<file path="src/rtl/eth_pkg.sv">
// Shared Ethernet framing definitions: CRC-32 constants, minimum frame length and TX state encoding.
package eth_pkg;

    localparam logic [31:0] CRC32_POLY     = 32'h04C11DB7;
    localparam logic [31:0] CRC32_POLY_REV = 32'hEDB88320;
    localparam logic [31:0] CRC32_INIT     = 32'hFFFFFFFF;
    localparam logic [31:0] CRC32_XOROUT   = 32'hFFFFFFFF;

    localparam int ETH_MIN_LEN = 60;

    typedef enum logic [1:0] {
        IDLE,
        DATA,
        PAD,
        FCS
    } tx_state_e;

    // Bit-reverse a normal-form polynomial into the form used by the LSB-first update.
    function automatic logic [31:0] reflect32(input logic [31:0] value);
        logic [31:0] result;
        result = '0;
        for (int i = 0; i < 32; i++) begin
            result[i] = value[31-i];
        end
        return result;
    endfunction

endpackage

</file>
<file path="src/rtl/crc32_byte_step.sv">
// One full byte of reflected CRC-32 update, purely combinational; shared by the TX inserter and RX checker.
module crc32_byte_step
    import eth_pkg::*;
#(
    parameter logic [31:0] POLY_REV = CRC32_POLY_REV
) (
    input  logic [31:0] crc_in,
    input  logic [7:0]  data,
    output logic [31:0] crc_out
);

    always_comb begin
        crc_out = crc_in;
        for (int i = 0; i < 8; i++) begin
            crc_out = (crc_out >> 1) ^ (POLY_REV & {32{crc_out[0] ^ data[i]}});
        end
    end

endmodule

</file>
<file path="src/rtl/eth_tx_fcs_inserter.sv">
// Ethernet TX framing stage: passes payload through, zero-pads to the minimum length
// and appends the IEEE 802.3 FCS on a registered valid/ready output.
module eth_tx_fcs_inserter
    import eth_pkg::*;
#(
    parameter int          DATALEN  = 8,
    parameter int          CRC_LEN  = 32,
    parameter logic [31:0] CRC_POLY = CRC32_POLY,
    parameter int          MIN_LEN  = ETH_MIN_LEN,
    parameter int          CNT_W    = 11
) (
    input  logic               clk,
    input  logic               rst,
    input  logic [DATALEN-1:0] s_data,
    input  logic               s_valid,
    input  logic               s_last,
    output logic               s_ready,
    output logic [DATALEN-1:0] m_data,
    output logic               m_valid,
    output logic               m_last,
    input  logic               m_ready,
    output logic               crc_busy
);

    localparam logic [31:0]  POLY_REV = reflect32(CRC_POLY);
    localparam logic [CNT_W:0] MIN_CNT = (CNT_W+1)'(MIN_LEN);

    tx_state_e           state;
    tx_state_e           state_next;
    logic [CRC_LEN-1:0]  crc_acc;
    logic [CRC_LEN-1:0]  crc_step;
    logic [CRC_LEN-1:0]  fcs;
    logic [CNT_W-1:0]    byte_cnt;
    logic [CNT_W-1:0]    cnt_next;
    logic [CNT_W:0]      cnt_inc;
    logic [1:0]          fcs_idx;
    logic [DATALEN-1:0]  crc_data;
    logic [DATALEN-1:0]  fcs_byte;
    logic                out_free;
    logic                accept;
    logic                emit_pad;
    logic                emit_fcs;
    logic                fcs_done;

    assign out_free = !m_valid || m_ready;
    assign accept   = s_valid && s_ready;
    assign fcs_done = emit_fcs && (fcs_idx == 2'd3);

    assign cnt_inc  = {1'b0, byte_cnt} + (CNT_W+1)'(1);
    // Counter only needs to reach MIN_LEN, so it sticks there and long frames never wrap it.
    assign cnt_next = ({1'b0, byte_cnt} >= MIN_CNT) ? byte_cnt : cnt_inc[CNT_W-1:0];

    assign crc_data = emit_pad ? '0 : s_data;
    assign fcs      = crc_acc ^ CRC32_XOROUT;
    assign fcs_byte = DATALEN'(fcs >> {fcs_idx, 3'b000});

    crc32_byte_step #(
        .POLY_REV(POLY_REV)
    ) u_crc_step (
        .crc_in  (crc_acc),
        .data    (crc_data),
        .crc_out (crc_step)
    );

    always_ff @(posedge clk) begin
        if (!rst) begin
            state <= IDLE;
        end else begin
            state <= state_next;
        end
    end

    always_comb begin
        state_next = state;
        unique case (state)
            IDLE, DATA: begin
                if (accept) begin
                    if (s_last) begin
                        state_next = (cnt_inc < MIN_CNT) ? PAD : FCS;
                    end else begin
                        state_next = DATA;
                    end
                end
            end
            PAD: begin
                if (out_free && (cnt_inc >= MIN_CNT)) begin
                    state_next = FCS;
                end
            end
            FCS: begin
                if (fcs_done) begin
                    state_next = IDLE;
                end
            end
            default: state_next = IDLE;
        endcase
    end

    always_comb begin
        s_ready  = 1'b0;
        emit_pad = 1'b0;
        emit_fcs = 1'b0;
        unique case (state)
            IDLE, DATA: s_ready  = out_free && rst;
            PAD:        emit_pad = out_free;
            FCS:        emit_fcs = out_free;
            default:    s_ready  = 1'b0;
        endcase
    end

    always_ff @(posedge clk) begin
        if (!rst) begin
            crc_acc  <= CRC32_INIT;
            byte_cnt <= '0;
            fcs_idx  <= '0;
            m_data   <= '0;
            m_valid  <= 1'b0;
            m_last   <= 1'b0;
            crc_busy <= 1'b0;
        end else begin
            if (out_free) begin
                m_valid <= accept || emit_pad || emit_fcs;
                m_last  <= fcs_done;
                if (accept) begin
                    m_data <= s_data;
                end else if (emit_pad) begin
                    m_data <= '0;
                end else if (emit_fcs) begin
                    m_data <= fcs_byte;
                end
            end

            if (accept || emit_pad) begin
                crc_acc  <= crc_step;
                byte_cnt <= cnt_next;
            end

            if (emit_fcs) begin
                fcs_idx <= fcs_idx + 2'd1;
                if (fcs_done) begin
                    crc_acc  <= CRC32_INIT;
                    byte_cnt <= '0;
                end
            end

            if (accept) begin
                crc_busy <= 1'b1;
            end else if (m_valid && m_ready && m_last) begin
                crc_busy <= 1'b0;
            end
        end
    end

endmodule

</file>
<file path="config.mk">
export PLATFORM = sky130hd
export DESIGN_NAME = eth_tx_fcs_inserter
export DESIGN_NICKNAME = d
export VERILOG_FILES = /design/src/rtl/eth_pkg.sv /design/src/rtl/crc32_byte_step.sv /design/src/rtl/eth_tx_fcs_inserter.sv
export SDC_FILE = /design/constraint.sdc
export NUM_CORES = 1
export LEC_CHECK = 0
export BUFFER_PORTS_ARGS = -buffer_cell sky130_fd_sc_hd__buf_2
export CORE_ASPECT_RATIO = 1.2
export CORE_UTILIZATION = 54
export DETAILED_ROUTE_END_ITERATION = 6
export GPL_TIMING_DRIVEN = 1
export PLACE_DENSITY = 0.84
export RECOVER_POWER = 50
export SYNTH_ARGS = -nofsm -noshare
export SYNTH_HDL_FRONTEND = slang
export SYNTH_SLANG_ARGS = --single-unit
</file>
<file path="constraint.sdc">
create_clock -name clk -period 2.14 [get_ports clk]
set_clock_uncertainty 0.1 [all_clocks]
set_input_delay 0.321 -clock clk [delete_from_list [all_inputs] [get_ports clk]]
set_output_delay 0.321 -clock clk [all_outputs]
set_load 0.1 [all_outputs]
</file>
==> results.yml <==
clock_network:
  clkSlewWorstSetupHoldPaths_ns: 0.07
  cts_tree: "built"
  cts_hold_buf: 0
  numClockSinks: 58
  post_cts_buffers: 0
  numCtsBuffers: 9
  cts-root-buf: "clkbuf_8"
  clock_latency_ns: 0.34
  ctsLongestPathBuffers: 2
  htree_levels: 3
route:
  detail-route-antenna-nets: 0
  drt-total-wl_um: 8692
  avgViaCountPerCell: 5.868
  drc: 0
  drtPass1Iterations: 5
  wl_per_cell_um: 17.63
  drt-initial-drc-count: 199
  vias: 2893
finish:
  fin_util: 0.6708
  layout_common_cells: "57 x dfxtp_1, 36 x nand2_1, 35 x xnor2_1, 34 x a21oi_1, 29 x buf_4"
  final_net_count: 423
  synthToLayoutAreaGrowth_pct: 20.80
  layout_commonest_cell: "dfxtp_1"
  drive_gt1_frac: 0.2384
  num-fill-cells: 423
  antenna_cells: 0
floorplan:
  dieWidth_um: 73.78
  initial_core_util: 0.5553
  die_h_um: 88.13
  rows: 31
  coreArea_sq_mm: 0.006012
  ioPinCount: 25
  die_area_sq_mm: 0.006502
timing:
  max-slew-margin-rel: 0.5693
  min_period_ns: 2.095
  finalSetupViolCount: 0
  period_share: 0.9791
  finalMaxSlewViolations: 0
  rsz0062_at_grt: "true"
  clock.fmax_ghz: 0.4773
  finalHoldViolations: 0
  worst_slew_pin_slew_ns: 0.6393
  final.setup.tns_ns: 0
worst_setup_path:
  worstPathCellList: "and2b_1 -> a21oi_1 -> xnor2_2 -> xor2_1 -> xor3_1 -> a21oi_1"
  reg2reg_to: "crc_acc[17]$_SDFF_PN1_"
  critPathLaunchType: "register"
  cpMostUsedCell: "a21oi_1"
  arrival_ns: 2.27
  worst_path_largest_cell_delay_ns: 0.43
  critPathRequiredTime_ns: 2.31
  cp_top_family: "XOR/XNOR gates"
  crit_type: "register to register"
  r2r-start: "state[1]$_SDFFE_PN0P_"
  worst_r2r_path_depth: 6
  critPathBufInv: 0
  reg2reg_setup_slack_ns: 0.04
  cp-end-kind: "register"
  crit_path_top_delay_cell: "dfxtp_1"
  cp_max_fo: 5
global_routing:
  grtUsageTotal: 0.2833
  grt_pass1_vias: 2787
  grt_pass1_wl_um: 13410
  gr-total-overflow: 0
  antenna_found_initial: 0
  grt_max_degree: 28
placed_design:
  port_buffers: 24
  gp_congestion: 0.8453
  place_hpwl_um: 6265
logic_synthesis:
  syn-num-nets: 375
  yosys.area.top_type: "dfxtp_1"
  synthDominantCellAreaShare: 0.3478
  ys_warn_count: 0
  ys_types: 44
  avgSynthCellArea_sq_um: 9.299
  synthFlopType: "dfxtp_1"
  synth_area_sq_mm: 0.003338
  async_flop_share: 0
  synth_edf_count: 0
  synthCells: 359
  synth_seq_cells: 58
  ys_top_cells_by_area: "dfxtp_1 35%, xnor2_1 10%, xor2_1 7.6%"
  synth-seq-area-share: 0.3478
min_path:
  min_path_cells: 2
  min_to: "m_valid$_SDFFE_PN0N_"
  hold_path_class: "input port to register"
  hold_start: "s_valid"
power_and_ir_drop:
  power_per_cell_area_mw_per_mm2: 1037
  p_leak_nw: 1.661
  peakVddDrop_uv: 397.8
outcome:
  outcome: "completed"
job:
  drv_cap: 0
## where the power goes
| group | switching (mW) | leakage (nW) | total, mW | internal, mW |
|---|---|---|---|---|
| clock | 0.432 | 0.106 | 1.06 | 0.625 |
| sequential | 0.132 | 0.477 | 1.34 | 1.20 |
| combinational | 0.904 | 1.08 | 1.79 | 0.882 |
## worst max path at each step
stage | slack [ns] | endpoint | start | cells past startpoint
after global placement | -0.01 | crc_acc[24]$_SDFF_PN1_ | state[0]$_SDFFE_PN0P_ | 6
after detailed placement | -0.13 | crc_acc[24]$_SDFF_PN1_ | state[0]$_SDFFE_PN0P_ | 6
after CTS | 0.004 | crc_acc[17]$_SDFF_PN1_ | state[1]$_SDFFE_PN0P_ | 6
after floorplan | -0.23 | state[1]$_SDFFE_PN0P_ | m_valid$_SDFFE_PN0N_ | 7
after global routing | -0.02 | crc_acc[17]$_SDFF_PN1_ | state[1]$_SDFFE_PN0P_ | 6
final | 0.04 | crc_acc[17]$_SDFF_PN1_ | state[1]$_SDFFE_PN0P_ | 6
## layout make-up
type / instances / area (sq um) / area share
clock buffer: 13 / 168.9 / 0.04189
timing repair buffer: 55 / 380.4 / 0.09432
sequential: 58 / 1165 / 0.2889
clock inverter: 2 / 35.03 / 0.008688
inverter: 4 / 15.01 / 0.003723
multi-input combinational: 279 / 2166 / 0.5371
tap: 82 / 102.6 / 0.02544
## cells by family after synthesis
kind of cell | Yosys count | synth area share
mux | 12 | 0.06597
fa+ha+maj | 3 | 0.01125
xor+xnor | 79 | 0.2478
simple gates | 98 | 0.1413
flops | 58 | 0.3478
compound gates | 86 | 0.1556
buf+inv | 23 | 0.03036
## flip-flops by register name, summed over array words and instances (netlist names)
signal / cells
byte_cnt: 11
crc_busy: 1
fcs_idx: 2
m_last: 1
m_data: 8
state: 2
crc_acc: 32
m_valid: 1
## cells in the mapped netlist (2+ instances only)
| library cell | instances |
|---|---|
| mux4_2 | 8 |
| and3_1 | 6 |
| or3_1 | 2 |
| ha_1 | 3 |
| nand2_1 | 36 |
| buf_6 | 2 |
| nand3_1 | 8 |
| a211oi_1 | 2 |
| a21oi_1 | 34 |
| nand3b_1 | 2 |
| and4_1 | 2 |
| and2_1 | 5 |
| o211ai_1 | 21 |
| dfxtp_1 | 58 |
| xnor3_1 | 3 |
| xor2_1 | 29 |
| clkbuf_1 | 16 |
| o21ai_0 | 20 |
| nor3_1 | 10 |
| mux2i_1 | 4 |
| xor3_1 | 3 |
| inv_1 | 4 |
| nand2b_1 | 3 |
| nor2b_1 | 2 |
| nor2_1 | 17 |
| xor2_2 | 2 |
| xnor2_1 | 40 |
## worst reg2reg max path, stage by stage, from the launching register on
cell and delay (ns):
dfxtp_1 0.43, and2b_1 0.25, a21oi_1 0.13, xnor2_2 0.29, xor2_1 0.32, xor3_1 0.37, a21oi_1 0.14
## what timing repair did
item / in CTS / in global routing
resized for setup: 4 / 8
setup endpoints to repair: 14 / 16
gates cloned: 0 / 1
## layer usage
metal  global-route usage  share of wire  vias up
met5                    0              0        -
met4               0.1748          0.050        0
met3              0.07940          0.052       36
met2               0.4721           0.50      118
met1               0.3183           0.40     1391
li1                     -              -     1348
## per-stage QoR
stage | power, mW | instance area (sq um) | hold slack, ns | cells | worst slack, ns
final | 4.180 | 4033 | 0.1254 | 493 | 0.04469
after global routing | 4.374 | 4033 | 0.1315 | 493 | -0.02097
after CTS | 4.145 | 3984 | 0.1096 | 492 | 0.003885
after detailed placement | 3.079 | 3777 | 0.3961 | 477 | -0.1332
after global placement | 3.016 | 3777 | 0.3743 | 477 | -0.01063
after floorplan | 2.607 | 3393 | 0.3524 | 359 | -0.2270
No activity file was read; power rests on OpenSTA's default activity.
